[config.mk]
export PLATFORM = sky130hd
export DESIGN_NAME = rggen_bus_initiator_flat
export DESIGN_NICKNAME = d
export VERILOG_FILES = /design/src/rtl/rggen_rtl_pkg.sv /design/src/rtl/rggen_bus_if.sv /design/src/rtl/rggen_bus_initiator.sv /design/src/flat_wrapper.sv
export SDC_FILE = /design/constraint.sdc
export NUM_CORES = 1
export LEC_CHECK = 0
export ABC_CLOCK_PERIOD_IN_PS = 1490
export CAP_MARGIN = 15
export CELL_PAD_IN_SITES_DETAIL_PLACEMENT = 1
export CELL_PAD_IN_SITES_GLOBAL_PLACEMENT = 1
export CORE_MARGIN = 4
export CORE_UTILIZATION = 44
export CTS_CLUSTER_DIAMETER = 50
export DETAILED_ROUTE_END_ITERATION = 6
export DONT_BUFFER_PORTS = 1
export PLACE_DENSITY = 0.86
export SYNTH_ARGS = -nofsm -noshare
export SYNTH_HDL_FRONTEND = slang
export SYNTH_SLANG_ARGS = --single-unit
[constraint.sdc]
create_clock -name i_clk -period 1.49 [get_ports i_clk]
set_clock_uncertainty 0.15 [all_clocks]
set_input_delay 0.149 -clock i_clk [delete_from_list [all_inputs] [get_ports i_clk]]
set_output_delay 0.149 -clock i_clk [all_outputs]
set_load 0.02 [all_outputs]
[src/rtl/rggen_rtl_pkg.sv]
// Shared register-bus types: access kinds and response status codes.
package rggen_rtl_pkg;

   typedef enum logic [1:0] {
      RGGEN_POSTED_WRITE = 2'b01,
      RGGEN_READ         = 2'b10,
      RGGEN_WRITE        = 2'b11
   } rggen_access;

   typedef enum logic [1:0] {
      RGGEN_OKAY         = 2'b00,
      RGGEN_EXOKAY       = 2'b01,
      RGGEN_SLAVE_ERROR  = 2'b10,
      RGGEN_DECODE_ERROR = 2'b11
   } rggen_status;

endpackage

[src/rtl/rggen_bus_if.sv]
// Register bus interface: the initiator drives a request, the target answers with ready/status/data.
interface rggen_bus_if
   import rggen_rtl_pkg::*;
#(
   parameter int unsigned ADDRESS_WIDTH = 8,
   parameter int unsigned BUS_WIDTH     = 32
);
   logic                       valid;
   rggen_access                access;
   logic [ADDRESS_WIDTH-1:0]   address;
   logic [BUS_WIDTH-1:0]       write_data;
   logic [BUS_WIDTH/8-1:0]     strobe;
   logic                       ready;
   rggen_status                status;
   logic [BUS_WIDTH-1:0]       read_data;

   modport master (
      output valid, access, address, write_data, strobe,
      input  ready, status, read_data
   );

   modport slave (
      input  valid, access, address, write_data, strobe,
      output ready, status, read_data
   );
endinterface

[src/rtl/rggen_bus_initiator.sv]
// Command/response front end driving one register-bus transfer at a time,
// with an optional wait limit that turns a stalled transfer into a slave error.
module rggen_bus_initiator
   import rggen_rtl_pkg::*;
#(
   parameter int unsigned          ADDRESS_WIDTH   = 8,
   parameter int unsigned          BUS_WIDTH       = 32,
   parameter int unsigned          STROBE_WIDTH    = BUS_WIDTH / 8,
   parameter int unsigned          TIMEOUT_CYCLES  = 0,
   parameter logic [BUS_WIDTH-1:0] ERROR_READ_DATA = '0
) (
   input  logic                      i_clk,
   input  logic                      i_rst_n,
   input  logic                      i_cmd_valid,
   output logic                      o_cmd_ready,
   input  rggen_access               i_cmd_access,
   input  logic [ADDRESS_WIDTH-1:0]  i_cmd_address,
   input  logic [BUS_WIDTH-1:0]      i_cmd_write_data,
   input  logic [STROBE_WIDTH-1:0]   i_cmd_strobe,
   output logic                      o_rsp_valid,
   input  logic                      i_rsp_ready,
   output rggen_status               o_rsp_status,
   output logic [BUS_WIDTH-1:0]      o_rsp_read_data,
   output logic                      o_rsp_timeout,
   rggen_bus_if.master               bus_if,
   output logic                      o_busy
);

   typedef enum logic [1:0] {
      IDLE,
      REQUEST,
      RESPONSE
   } state_e;

   localparam bit          TIMEOUT_EN   = (TIMEOUT_CYCLES != 0);
   localparam int unsigned CW           = TIMEOUT_EN ? $clog2(TIMEOUT_CYCLES + 1) : 1;
   localparam logic [CW-1:0] COUNT_MAX    = '1;
   localparam logic [CW-1:0] TIMEOUT_LAST = CW'(TIMEOUT_EN ? TIMEOUT_CYCLES - 1 : 0);

   state_e                     state;
   rggen_access                access_q;
   logic [ADDRESS_WIDTH-1:0]   address_q;
   logic [BUS_WIDTH-1:0]       write_data_q;
   logic [STROBE_WIDTH-1:0]    strobe_q;
   rggen_status                status_q;
   logic [BUS_WIDTH-1:0]       read_data_q;
   logic                       timeout_q;
   logic [CW-1:0]              wait_count;
   logic                       cmd_accept;
   logic                       timeout_hit;

   // Command acceptance: free when idle, or when the pending response is being consumed.
   always_comb begin
      o_cmd_ready = (state == IDLE) || ((state == RESPONSE) && i_rsp_ready);
      cmd_accept  = i_cmd_valid && o_cmd_ready;
      timeout_hit = TIMEOUT_EN && (wait_count == TIMEOUT_LAST);
   end

   // Transfer sequencing: latch command, wait for the target or the limit, hold the response.
   always_ff @(posedge i_clk or negedge i_rst_n) begin
      if (!i_rst_n) begin
         state        <= IDLE;
         access_q     <= rggen_access'(2'b00);
         address_q    <= '0;
         write_data_q <= '0;
         strobe_q     <= '0;
         status_q     <= RGGEN_OKAY;
         read_data_q  <= '0;
         timeout_q    <= 1'b0;
         wait_count   <= '0;
      end else begin
         case (state)
            IDLE, RESPONSE: begin
               if (cmd_accept) begin
                  access_q     <= i_cmd_access;
                  address_q    <= i_cmd_address;
                  write_data_q <= i_cmd_write_data;
                  strobe_q     <= i_cmd_strobe;
                  wait_count   <= '0;
                  state        <= REQUEST;
               end else if ((state == RESPONSE) && i_rsp_ready) begin
                  state <= IDLE;
               end
            end
            REQUEST: begin
               // A target answer in the limit cycle wins over the timeout.
               if (bus_if.ready) begin
                  status_q    <= bus_if.status;
                  read_data_q <= bus_if.read_data;
                  timeout_q   <= 1'b0;
                  state       <= RESPONSE;
               end else if (timeout_hit) begin
                  status_q    <= RGGEN_SLAVE_ERROR;
                  read_data_q <= ERROR_READ_DATA;
                  timeout_q   <= 1'b1;
                  state       <= RESPONSE;
               end else if (wait_count != COUNT_MAX) begin
                  wait_count <= wait_count + CW'(1);
               end
            end
            default: state <= IDLE;
         endcase
      end
   end

   assign bus_if.valid      = (state == REQUEST);
   assign bus_if.access     = access_q;
   assign bus_if.address    = address_q;
   assign bus_if.write_data = write_data_q;
   assign bus_if.strobe     = strobe_q;

   assign o_rsp_valid     = (state == RESPONSE);
   assign o_rsp_status    = status_q;
   assign o_rsp_read_data = read_data_q;
   assign o_rsp_timeout   = timeout_q;
   assign o_busy          = (state != IDLE);

`ifdef RGGEN_ENABLE_SVA
   // Request must stay put while the target stalls (the limit cycle may end it).
   assert property (@(posedge i_clk) disable iff (!i_rst_n)
      (bus_if.valid && !bus_if.ready && !timeout_hit) |=>
         (bus_if.valid && $stable(bus_if.access) && $stable(bus_if.address) &&
          $stable(bus_if.write_data) && $stable(bus_if.strobe)));

   // Response must be held unchanged until consumed.
   assert property (@(posedge i_clk) disable iff (!i_rst_n)
      (o_rsp_valid && !i_rsp_ready) |=>
         (o_rsp_valid && $stable(o_rsp_status) && $stable(o_rsp_read_data) &&
          $stable(o_rsp_timeout)));
`endif

endmodule

[src/flat_wrapper.sv]
// flat-port wrapper written by rule: the top's interface ports become plain ports
module rggen_bus_initiator_flat import rggen_rtl_pkg::*;
#(
   parameter int unsigned          ADDRESS_WIDTH   = 8,
   parameter int unsigned          BUS_WIDTH       = 32,
   parameter int unsigned          STROBE_WIDTH    = BUS_WIDTH / 8,
   parameter int unsigned          TIMEOUT_CYCLES  = 0,
   parameter logic [BUS_WIDTH-1:0] ERROR_READ_DATA = '0
)
  (i_clk, i_rst_n, i_cmd_valid, o_cmd_ready, i_cmd_access, i_cmd_address, i_cmd_write_data, i_cmd_strobe, o_rsp_valid, i_rsp_ready, o_rsp_status, o_rsp_read_data, o_rsp_timeout, o_busy, bus_if_valid, bus_if_access, bus_if_address, bus_if_write_data, bus_if_strobe, bus_if_ready, bus_if_status, bus_if_read_data);
  rggen_bus_if #(.ADDRESS_WIDTH(ADDRESS_WIDTH), .BUS_WIDTH(BUS_WIDTH)) bus_if_i ();
  input  logic i_clk;
  input  logic i_rst_n;
  input  logic i_cmd_valid;
  output logic o_cmd_ready;
  input  rggen_access i_cmd_access;
  input  logic [ADDRESS_WIDTH-1:0] i_cmd_address;
  input  logic [BUS_WIDTH-1:0] i_cmd_write_data;
  input  logic [STROBE_WIDTH-1:0] i_cmd_strobe;
  output logic o_rsp_valid;
  input  logic i_rsp_ready;
  output rggen_status o_rsp_status;
  output logic [BUS_WIDTH-1:0] o_rsp_read_data;
  output logic o_rsp_timeout;
  output logic o_busy;
  output wire logic [$bits(bus_if_i.valid)-1:0] bus_if_valid;
  output wire logic [$bits(bus_if_i.access)-1:0] bus_if_access;
  output wire logic [$bits(bus_if_i.address)-1:0] bus_if_address;
  output wire logic [$bits(bus_if_i.write_data)-1:0] bus_if_write_data;
  output wire logic [$bits(bus_if_i.strobe)-1:0] bus_if_strobe;
  input wire logic [$bits(bus_if_i.ready)-1:0] bus_if_ready;
  input wire logic [$bits(bus_if_i.status)-1:0] bus_if_status;
  input wire logic [$bits(bus_if_i.read_data)-1:0] bus_if_read_data;
  assign bus_if_valid = bus_if_i.valid;
  assign bus_if_access = bus_if_i.access;
  assign bus_if_address = bus_if_i.address;
  assign bus_if_write_data = bus_if_i.write_data;
  assign bus_if_strobe = bus_if_i.strobe;
  assign bus_if_i.ready = bus_if_ready;
  assign bus_if_i.status = bus_if_status;
  assign bus_if_i.read_data = bus_if_read_data;
  rggen_bus_initiator #(.ADDRESS_WIDTH(ADDRESS_WIDTH), .BUS_WIDTH(BUS_WIDTH), .STROBE_WIDTH(STROBE_WIDTH), .TIMEOUT_CYCLES(TIMEOUT_CYCLES), .ERROR_READ_DATA(ERROR_READ_DATA)) u_core (.i_clk(i_clk), .i_rst_n(i_rst_n), .i_cmd_valid(i_cmd_valid), .o_cmd_ready(o_cmd_ready), .i_cmd_access(i_cmd_access), .i_cmd_address(i_cmd_address), .i_cmd_write_data(i_cmd_write_data), .i_cmd_strobe(i_cmd_strobe), .o_rsp_valid(o_rsp_valid), .i_rsp_ready(i_rsp_ready), .o_rsp_status(o_rsp_status), .o_rsp_read_data(o_rsp_read_data), .o_rsp_timeout(o_rsp_timeout), .bus_if(bus_if_i), .o_busy(o_busy));
endmodule
==> summary.md, run 1 <==
| Metric | Value |
|---|---|
| Outcome | `finished, violations left` |
| Violated checks | `hold timing, setup timing` |
| Internal power of the cells | `6.31 mW` |
| H-Tree Level Count | `3` |
| Type of origin of the critical path | `flop` |
| Classification of the worst-slack hold path | `in -> async` |
| Wire length of the first global-routing pass | `14000 um` |
| RSZ-0062 raised after global routing | `true` |
| Fraction of layout cells with a size suffix above 1 | `0.422` |
| Largest net degree at the start of global routing | `83` |
| Cell Pwr Density | `2180 nW/um2` |
| Most used cells in the layout excluding fill and tap cells | `dlygate4sd3_1, dfrtp_1, mux2_4` |
| Worst Hold Margin | `-653 ps` |
| Floorplan die area | `9140 um2` |
| Antenna fix cells | `0` |
| Synthesis warning total | `0` |
| Worst Setup Path Type | `reg -> reg` |
| Total congestion overflow | `0` |
| Num Clock Sinks | `82` |
| Tightest slew margin relative to the limit | `0.485` |
| Capturing element type of the critical path | `flop` |
| Final count of negative-setup-slack endpoints | `82` |
| X dimension of the die | `95.6 um` |
| Synth-to-layout area growth | `42.8%` |
| Critical Path RT | `1550 ps` |
| Number of global-route vias before repair | `2324` |
| Average routed wire per standard cell | `25.4 um` |
| Worst Max-Slew Pin Slew | `769 ps` |
| Part of the Yosys area used for sequential elements | `0.608` |
| Total via count in the routed design | `2024` |
| Shortest period the worst path allows | `1660 ps` |
| Total routing resource utilization after global routing | `0.210` |
| Post-synth cell types | `17` |
| DR vias/cell | `5.15` |
| Final wirelength | `10000 um` |
| Total half-perimeter wirelength after legalization and detailed placement | `5220 um` |
| Initial antenna violation count | `0` |
| Post-Synthesis Cell Area | `3380 um2` |
| Max-cap viol count | `0` |
| Clock group share of total power | `0.147` |
| Core Footprint | `7370 um2` |
| Initial Utilization | `0.458` |
| Maximum VDD drop | `0.914 mV` |
| Iteration-0 DRC Markers | `50` |
| Cell count of the worst reg-to-reg path | `5` |
| Most common library cell in the layout ignoring fill and taps | `dlygate4sd3_1` |
| Final cycle utilization of the critical path | `1.11` |
| Static Leakage | `2.23 nW` |
| Number of nets in the finished design | `375` |
| Share of power burned in registers | `0.541` |
| Port bufs | `0` |
| Cell count after synthesis | `183` |
| Number of nets still failing antenna checks after routing | `0` |
| Highest achievable clock rate | `602 MHz` |
| DRC viols | `0` |
| Placed Instances | `278` |
| CTS Root Cell | `clkbuf_8` |
| Number of endpoints with negative hold slack in the final report | `82` |
| Worst-Skew Late Latency | `330 ps` |
| Finished Layout Cells | `393` |
| Min setup slack post-route | `-170 ps` |
| Net Sw Power | `4.20 mW` |
| Comb pwr share | `0.312` |
| Placer's final routability congestion estimate | `0.730` |
| Final Max Slew Viols | `0` |
| Die span in y | `95.6 um` |
| Cell Rows | `31` |
| CTS clock-pin slew for the worst setup and hold paths | `90 ps` |
| Clock Path Buffers | `2` |
| Number of primary I/O pins | `170` |
| Fraction of power spent switching nets | `0.400` |
| Number of clock buffers inserted by TritonCTS | `9` |
| Worst-path fanout max | `9` |
| Post-Syn Area per Cell | `18.5 um2` |
| Total of flip-flops plus latches after synthesis | `82` |
| Power Total | `10.5 mW` |
| Placement-stage worst setup slack | `-204 ps` |
| Clock tree from TritonCTS | `yes` |
| Number of optimization iterations in the first detailed-route pass | `4` |
| Net count after synthesis | `268` |
| Layout fillers | `631` |
| Critical path data arrival time | `1720 ps` |
[critical path, cell delays in order (launching register included)]
cell and delay (ps):
dfrtp_1 400, nor2b_4 140, nor3b_4 190, buf_4 180, clkbuf_16 170, mux2_4 310
[final timing paths]
check / start / end / slack [ps]
setup / recovery: u_core.state[1] / u_core.bus_if.write_data[2] / -170
hold / removal: i_rst_n / u_core.bus_if.write_data[19] / -650
setup reg to reg: u_core.state[1] / u_core.bus_if.write_data[2] / -170
hold reg to reg: u_core.o_rsp_read_data[10] / u_core.o_rsp_read_data[10] / 530
max in group asynchronous: i_rst_n / u_core.bus_if.write_data[16] / 1720
min in group i_clk: i_cmd_valid / u_core.state[0] / 210
[cell families after synthesis]
kind of cell,count (synthesis),share of synthesized area
DFF,82,0.608
and+or+nand+nor,7,0.0185
buffers and inverters,11,0.0378
muxes,80,0.331
AOI/OAI and AO/OA,2,0.00370
other,1,0.00111
[flip-flops by register name, indices dropped and copies added, names as in the netlist]
register and flops:
u_core.bus_if.address 8, u_core.bus_if.access 2, u_core.bus_if.strobe 4, u_core.o_rsp_read_data 32
u_core.bus_if.write_data 32, u_core.state 2, u_core.o_rsp_status 2
[layout make-up]
type,count,area [um2],area share
Multi-Input combinational cell,94,1350,0.280
Timing Repair Buffer,101,1100,0.229
Clock inverter,5,56.3,0.0117
Inverter,2,10.0,0.00208
Clock buffer,10,128,0.0265
Sequential cell,82,2050,0.426
Tap cell,99,124,0.0257
[per-layer routing]
layer / routed length (um) / up-vias / track usage
li1: - / 857 / -
met1: 3470 / 1024 / 0.234
met2: 5250 / 124 / 0.364
met3: 1110 / 19 / 0.0805
met4: 173 / 0 / 0.0735
met5: 0 / - / 0
[per-stage QoR]
| stage | utilization | hold WS [ps] | setup TNS, ps | instance area [um2] |
|---|---|---|---|---|
| finish | 0.654 | -653 | -10280 | 4820 |
| global route | 0.654 | -681 | -13900 | 4820 |
| CTS | 0.628 | -673 | -8310 | 4630 |
| detailed placement | 0.468 | -294 | -9410 | 3450 |
| global placement | 0.468 | -295 | -6380 | 3450 |
| floorplan | - | -297 | -3140 | 3400 |
[timing repair]
action	in CTS	in global routing
setup endpoints to repair	84	84
hold buffers	82	1
setup buffers	7	4
pin swaps	2	3
gates resized for setup	14	13
hold endpoints to repair	164	100
gates cloned	2	4
[Yosys cell counts]
library cell  number  area [um2]
nand2_4            1        11.3
mux2_4            58         871
inv_1              2        7.51
o21ai_0            1        5.00
buf_6              4        45.0
and2b_2            1        8.76
nand2b_1           1        6.26
or2_2              1        6.26
dfrtp_1           82        2050
nor2_1             1        3.75
conb_1             1        3.75
a21o_1             1        7.51
mux2_2            22         248
buf_4              2        15.0
nor3b_2            1        12.5
nor2b_4            1        13.8
buf_12             3        60.1
[power groups by stage]
stage,sequential (mW),clock [mW],combinational (mW)
4_1_cts,5.64,1.57,2.84
2_1_floorplan,5.29,0,2.15
5_1_grt,5.82,1.69,3.44
3_3_place_gp,5.60,0,2.19
6_report,5.68,1.55,3.28
3_5_place_dp,5.65,0,2.32
(Power assumes the default switching activity.)
==> run 2, diff against run 1 <==
--- a/config.mk
+++ b/config.mk
@@ -6,7 +6,7 @@
 export NUM_CORES = 1
 export LEC_CHECK = 0
 export ABC_CLOCK_PERIOD_IN_PS = 1490
-export CAP_MARGIN = 15
+export CAP_MARGIN = 20
 export CELL_PAD_IN_SITES_DETAIL_PLACEMENT = 1
 export CELL_PAD_IN_SITES_GLOBAL_PLACEMENT = 1
 export CORE_MARGIN = 4
@@ -15,6 +15,7 @@
 export DETAILED_ROUTE_END_ITERATION = 6
 export DONT_BUFFER_PORTS = 1
 export PLACE_DENSITY = 0.86
+export SKIP_LAST_GASP = 1
 export SYNTH_ARGS = -nofsm -noshare
 export SYNTH_HDL_FRONTEND = slang
 export SYNTH_SLANG_ARGS = --single-unit
==> summary.md, run 2 (same netlist as run 1, synthesis figures left out) <==
| Metric | Value |
|---|---|
| Outcome | `finished, violations left` |
| Violated checks | `hold timing, setup timing` |
| Largest net degree at the start of global routing | `83` |
| Critical path data arrival time | `1760 ps` |
| Most common library cell in the layout ignoring fill and taps | `dlygate4sd3_1` |
| Fraction of power spent switching nets | `0.408` |
| Shortest period the worst path allows | `1680 ps` |
| Clock group share of total power | `0.150` |
| Min setup slack post-route | `-193 ps` |
| DRC viols | `0` |
| Placer's final routability congestion estimate | `0.730` |
| CTS clock-pin slew for the worst setup and hold paths | `90 ps` |
| Final Max Slew Viols | `0` |
| Number of primary I/O pins | `170` |
| Core Footprint | `7370 um2` |
| CTS Root Cell | `clkbuf_8` |
| H-Tree Level Count | `3` |
| X dimension of the die | `95.6 um` |
| Worst Hold Margin | `-664 ps` |
| Total negative slack | `-9820 ps` |
| Initial antenna violation count | `1` |
| Number of nets still failing antenna checks after routing | `0` |
| Worst Max-Slew Pin Slew | `767 ps` |
| Share of power burned in registers | `0.546` |
| Fraction of layout cells with a size suffix above 1 | `0.416` |
| Average routed wire per standard cell | `27.3 um` |
| Worst-Skew Late Latency | `330 ps` |
| RSZ-0062 raised after global routing | `true` |
| Final count of negative-setup-slack endpoints | `81` |
| Number of global-route vias before repair | `2288` |
| Final cycle utilization of the critical path | `1.13` |
| Number of endpoints with negative hold slack in the final report | `82` |
| Maximum VDD drop | `0.926 mV` |
| Critical Path RT | `1570 ps` |
| Utilization after layout | `0.647` |
| Iteration-0 DRC Markers | `46` |
| DR vias/cell | `5.16` |
| Number of optimization iterations in the first detailed-route pass | `4` |
| Clock Path Buffers | `2` |
| Total half-perimeter wirelength after legalization and detailed placement | `5220 um` |
| Clock tree from TritonCTS | `yes` |
| Type of origin of the critical path | `flop` |
| Classification of the worst-slack hold path | `in -> async` |
| Capturing element type of the critical path | `flop` |
| Power Total | `10.5 mW` |
| Total congestion overflow | `0` |
| Wire length of the first global-routing pass | `14300 um` |
| Cell Rows | `31` |
| Tightest slew margin relative to the limit | `0.487` |
| Layout fillers | `645` |
| Synth-to-layout area growth | `41.3%` |
| Max stage delay on crit path | `390 ps` |
| Finished Layout Cells | `393` |
| Total via count in the routed design | `2027` |
| Floorplan die area | `9140 um2` |
| Comb pwr share | `0.304` |
| Net Sw Power | `4.27 mW` |
| Final wirelength | `10700 um` |
| Internal power of the cells | `6.20 mW` |
| Die span in y | `95.6 um` |
| Cells along the critical path | `nor2b_4, nor3b_4, buf_4, buf_12, mux2_2` |
| Number of clock buffers inserted by TritonCTS | `9` |
| Cell Pwr Density | `2200 nW/um2` |
| Initial Utilization | `0.458` |
| Number of nets in the finished design | `374` |
| Max-cap viol count | `0` |
| Static Leakage | `2.18 nW` |
| Highest achievable clock rate | `594 MHz` |
| Port bufs | `0` |
| Most used cells in the layout excluding fill and tap cells | `dlygate4sd3_1, dfrtp_1, mux2_4` |
| Num Clock Sinks | `82` |
| Highest-delay cell along the critical path | `dfrtp_1` |
| Worst Setup Path Type | `reg -> reg` |
| Placed Instances | `278` |
| Worst-path fanout max | `9` |
| Total routing resource utilization after global routing | `0.217` |
## run 2: cell count changes in the layout (fill, tap and decap cells not counted), sizes merged
cell / previous run / this run
buf: 17 / 16
diode: 0 / 1
## run 2: layout make-up
cell class	count	area (um2)	share of cell area
diodes	1	2.50	0.000525
inverters	2	10.0	0.00210
multi-input cells	94	1310	0.274
flip-flops and latches	82	2050	0.430
repair buffers	100	1090	0.229
clock buffers	10	128	0.0268
well taps	99	124	0.0260
clock inverters	5	56.3	0.0118
## run 2: per-layer routing
metal  GRT usage  share of wire
met1       0.237           0.34
met2       0.379           0.53
met3      0.0829           0.11
met4      0.0865          0.018
met5           0              0
## run 2: through the flow
stage	cell area, um2	hold slack, ps	setup slack (ps)
after global routing	4770	-696	-251
after CTS	4600	-673	-172
after floorplan	3400	-297	-95.5
final	4770	-664	-193
after global placement	3450	-295	-139
after detailed placement	3450	-294	-204
## run 2: final timing paths
path | start | end | slack [ps] | depth (start not counted)
hold reg to reg | u_core.o_rsp_read_data[10] | u_core.o_rsp_read_data[10] | 530 | 1
min in group i_clk | i_cmd_valid | u_core.state[0] | 200 | 3
setup reg to reg | u_core.state[1] | u_core.bus_if.strobe[3] | -190 | 5
max in group asynchronous | i_rst_n | u_core.state[0] | 1740 | 0
setup / recovery | u_core.state[1] | u_core.bus_if.strobe[3] | -190 | 5
hold / removal | i_rst_n | u_core.bus_if.write_data[11] | -660 | 0
## run 2: worst max-delay path: cells and delay by family, from the launching register on
family	cells	cell delay, ps
buffers and inverters	2	320
and+or+nand+nor	2	330
DFF	1	390
muxes	1	380
## run 2: power by group through the flow
stage	clock network (mW)	logic (mW)	registers (mW)
2_1_floorplan	0	2.15	5.29
3_3_place_gp	0	2.19	5.60
3_5_place_dp	0	2.32	5.65
4_1_cts	1.57	2.79	5.64
5_1_grt	1.70	3.33	5.86
6_report	1.58	3.18	5.72
## run 2: what timing repair did
action                                  in CTS  in global routing
gates resized for setup                      8                  6
pin swaps                                    2                  2
endpoints found under the setup margin      84                 84
gates cloned                                 2                  4
setup buffers                                7                  3
hold endpoints to repair                   164                100
hold buffers                                82                  1
==> run 3, diff against run 2 <==
--- a/config.mk
+++ b/config.mk
@@ -5,16 +5,16 @@
 export SDC_FILE = /design/constraint.sdc
 export NUM_CORES = 1
 export LEC_CHECK = 0
-export ABC_CLOCK_PERIOD_IN_PS = 1490
+export ABC_CLOCK_PERIOD_IN_PS = 2200
 export CAP_MARGIN = 20
 export CELL_PAD_IN_SITES_DETAIL_PLACEMENT = 1
 export CELL_PAD_IN_SITES_GLOBAL_PLACEMENT = 1
 export CORE_MARGIN = 4
-export CORE_UTILIZATION = 44
+export CORE_UTILIZATION = 53
 export CTS_CLUSTER_DIAMETER = 50
 export DETAILED_ROUTE_END_ITERATION = 6
 export DONT_BUFFER_PORTS = 1
-export PLACE_DENSITY = 0.86
+export PLACE_DENSITY = 0.95
 export SKIP_LAST_GASP = 1
 export SYNTH_ARGS = -nofsm -noshare
 export SYNTH_HDL_FRONTEND = slang
==> constraint.sdc (replaced) <==
create_clock -name i_clk -period 2.2 [get_ports i_clk]
set_clock_uncertainty 0.15 [all_clocks]
set_input_delay 0.22 -clock i_clk [delete_from_list [all_inputs] [get_ports i_clk]]
set_output_delay 0.22 -clock i_clk [all_outputs]
set_load 0.02 [all_outputs]
==> summary.md, run 3 (same netlist as run 1, synthesis figures left out) <==
| Metric | Value |
|---|---|
| DRC viols | `0` |
| Largest net degree at the start of global routing | `83` |
| Max-cap viol count | `0` |
| Resize count post-CTS | `0` |
| Synth-to-layout area growth | `33.0%` |
| Total congestion overflow | `0` |
| Clock tree from TritonCTS | `yes` |
| Final Max Slew Viols | `0` |
| Iteration-0 DRC Markers | `65` |
| DR vias/cell | `5.47` |
| Total half-perimeter wirelength after legalization and detailed placement | `5230 um` |
| Highest achievable clock rate | `547 MHz` |
| Placed Instances | `252` |
| Critical Path RT | `2290 ps` |
| H-Tree Level Count | `3` |
| Fraction of layout cells with a size suffix above 1 | `0.375` |
| Core Footprint | `6060 um2` |
| Num Clock Sinks | `82` |
| Total routing resource utilization after global routing | `0.263` |
| Worst-Skew Late Latency | `350 ps` |
| Number of buffers added to fix hold violations after cts | `82` |
| Capturing element type of the critical path | `flop` |
| Number of primary I/O pins | `170` |
| Number of clock buffers inserted by TritonCTS | `9` |
| Layout fillers | `451` |
| CTS Root Cell | `clkbuf_8` |
| Maximum VDD drop | `0.868 mV` |
| Total via count in the routed design | `1913` |
| Clock Path Buffers | `2` |
| Post-CTS Setup Inserts | `0` |
| Final count of negative-setup-slack endpoints | `0` |
| Placer's final routability congestion estimate | `0.698` |
| Finished Layout Cells | `350` |
| Type of origin of the critical path | `flop` |
| Worst Setup Path Type | `reg -> reg` |
| Worst-path fanout max | `46` |
| Shortest period the worst path allows | `1830 ps` |
| Number of endpoints with negative hold slack in the final report | `82` |
| Floorplan die area | `7710 um2` |
| Number of nets still failing antenna checks after routing | `0` |
| Number of nets in the finished design | `355` |
| Internal power of the cells | `4.27 mW` |
| Most used cells in the layout excluding fill and tap cells | `dlygate4sd3_1, dfrtp_1, mux2_4` |
| Total negative slack | `0 ps` |
| Worst Hold Margin | `-611 ps` |
| Wire length of the first global-routing pass | `14500 um` |
| Initial antenna violation count | `0` |
| Initial Utilization | `0.557` |
| Cell Pwr Density | `1570 nW/um2` |
| Cell Rows | `28` |
| X dimension of the die | `87.8 um` |
| Comb pwr share | `0.244` |
| Classification of the worst-slack hold path | `in -> async` |
| Violated checks | `hold timing` |
| Fraction of power spent switching nets | `0.394` |
| Port bufs | `0` |
| Clock group share of total power | `0.207` |
| Antenna fix cells | `0` |
| Number of optimization iterations in the first detailed-route pass | `4` |
| Final cycle utilization of the critical path | `0.831` |
| Final wirelength | `9740 um` |
| CTS clock-pin slew for the worst setup and hold paths | `90 ps` |
| Static Leakage | `2.09 nW` |
| Share of power burned in registers | `0.549` |
| Sequential Area | `2050 um2` |
| Critical path data arrival time | `1920 ps` |
| Net Sw Power | `2.77 mW` |
| Die span in y | `87.8 um` |
| RSZ-0062 raised after global routing | `false` |
| Average routed wire per standard cell | `27.8 um` |
| Outcome | `finished, violations left` |
| Area of the multi-input gates | `1200 um2` |
| Number of global-route vias before repair | `2347` |
==> run 3: through the flow <==
| step | instance area [um2] | setup slack (ps) | utilization | hold WS (ps) | total power [mW] |
|---|---|---|---|---|---|
| 2_1_floorplan | 3380 | 614 | - | -226 | 5.01 |
| 3_3_place_gp | 3400 | 480 | 0.562 | -224 | 5.24 |
| 3_5_place_dp | 3400 | 405 | 0.562 | -224 | 5.37 |
| 4_1_cts | 4490 | 390 | 0.741 | -615 | 6.93 |
| 5_1_grt | 4490 | 292 | 0.741 | -637 | 7.33 |
| 6_report | 4490 | 371 | 0.741 | -611 | 7.04 |
==> run 3: path summary, 6_finish.rpt <==
| check | startpoint | to | slack, ps | depth (start not counted) |
|---|---|---|---|---|
| worst max-delay path | u_core.state[1] | u_core.bus_if.write_data[31] | 370 | 4 |
| worst min-delay path | i_rst_n | u_core.bus_if.write_data[25] | -610 | 0 |
| worst max register to register | u_core.state[1] | u_core.bus_if.write_data[31] | 370 | 4 |
| worst min register to register | u_core.state[1] | u_core.state[1] | 480 | 2 |
| max in group asynchronous | i_rst_n | u_core.o_rsp_read_data[30] | 2380 | 0 |
| min in group i_clk | bus_if_ready | u_core.o_rsp_read_data[11] | 40 | 2 |
==> run 3: area by class of cell <==
cell class,instances,share of cell area
Multi-Input combinational cell,90,0.268
Timing Repair Buffer,85,0.193
Tap cell,75,0.0209
Clock buffer,10,0.0284
Inverter,2,0.00167
Sequential cell,82,0.457
Clock inverter,6,0.0306
==> run 3: routing by layer <==
metal | track usage | wire length [um]
met1 | 0.274 | 3400
met2 | 0.475 | 5100
met3 | 0.110 | 1050
met4 | 0.0851 | 189
met5 | 0 | 0
==> run 3: critical path, stage by stage (launching register included) <==
cell and delay [ps]:
dfrtp_1 410, nor2b_4 150, nor3b_4 270, buf_12 340
mux2_2 390
==> run 3: power by group through the flow <==
stage	Combinational [mW]	Sequential [mW]	Clock [mW]
4_1_cts	1.67	3.82	1.44
5_1_grt	1.83	3.96	1.54
3_5_place_dp	1.54	3.83	0
3_3_place_gp	1.46	3.78	0
6_report	1.72	3.87	1.46
2_1_floorplan	1.43	3.58	0
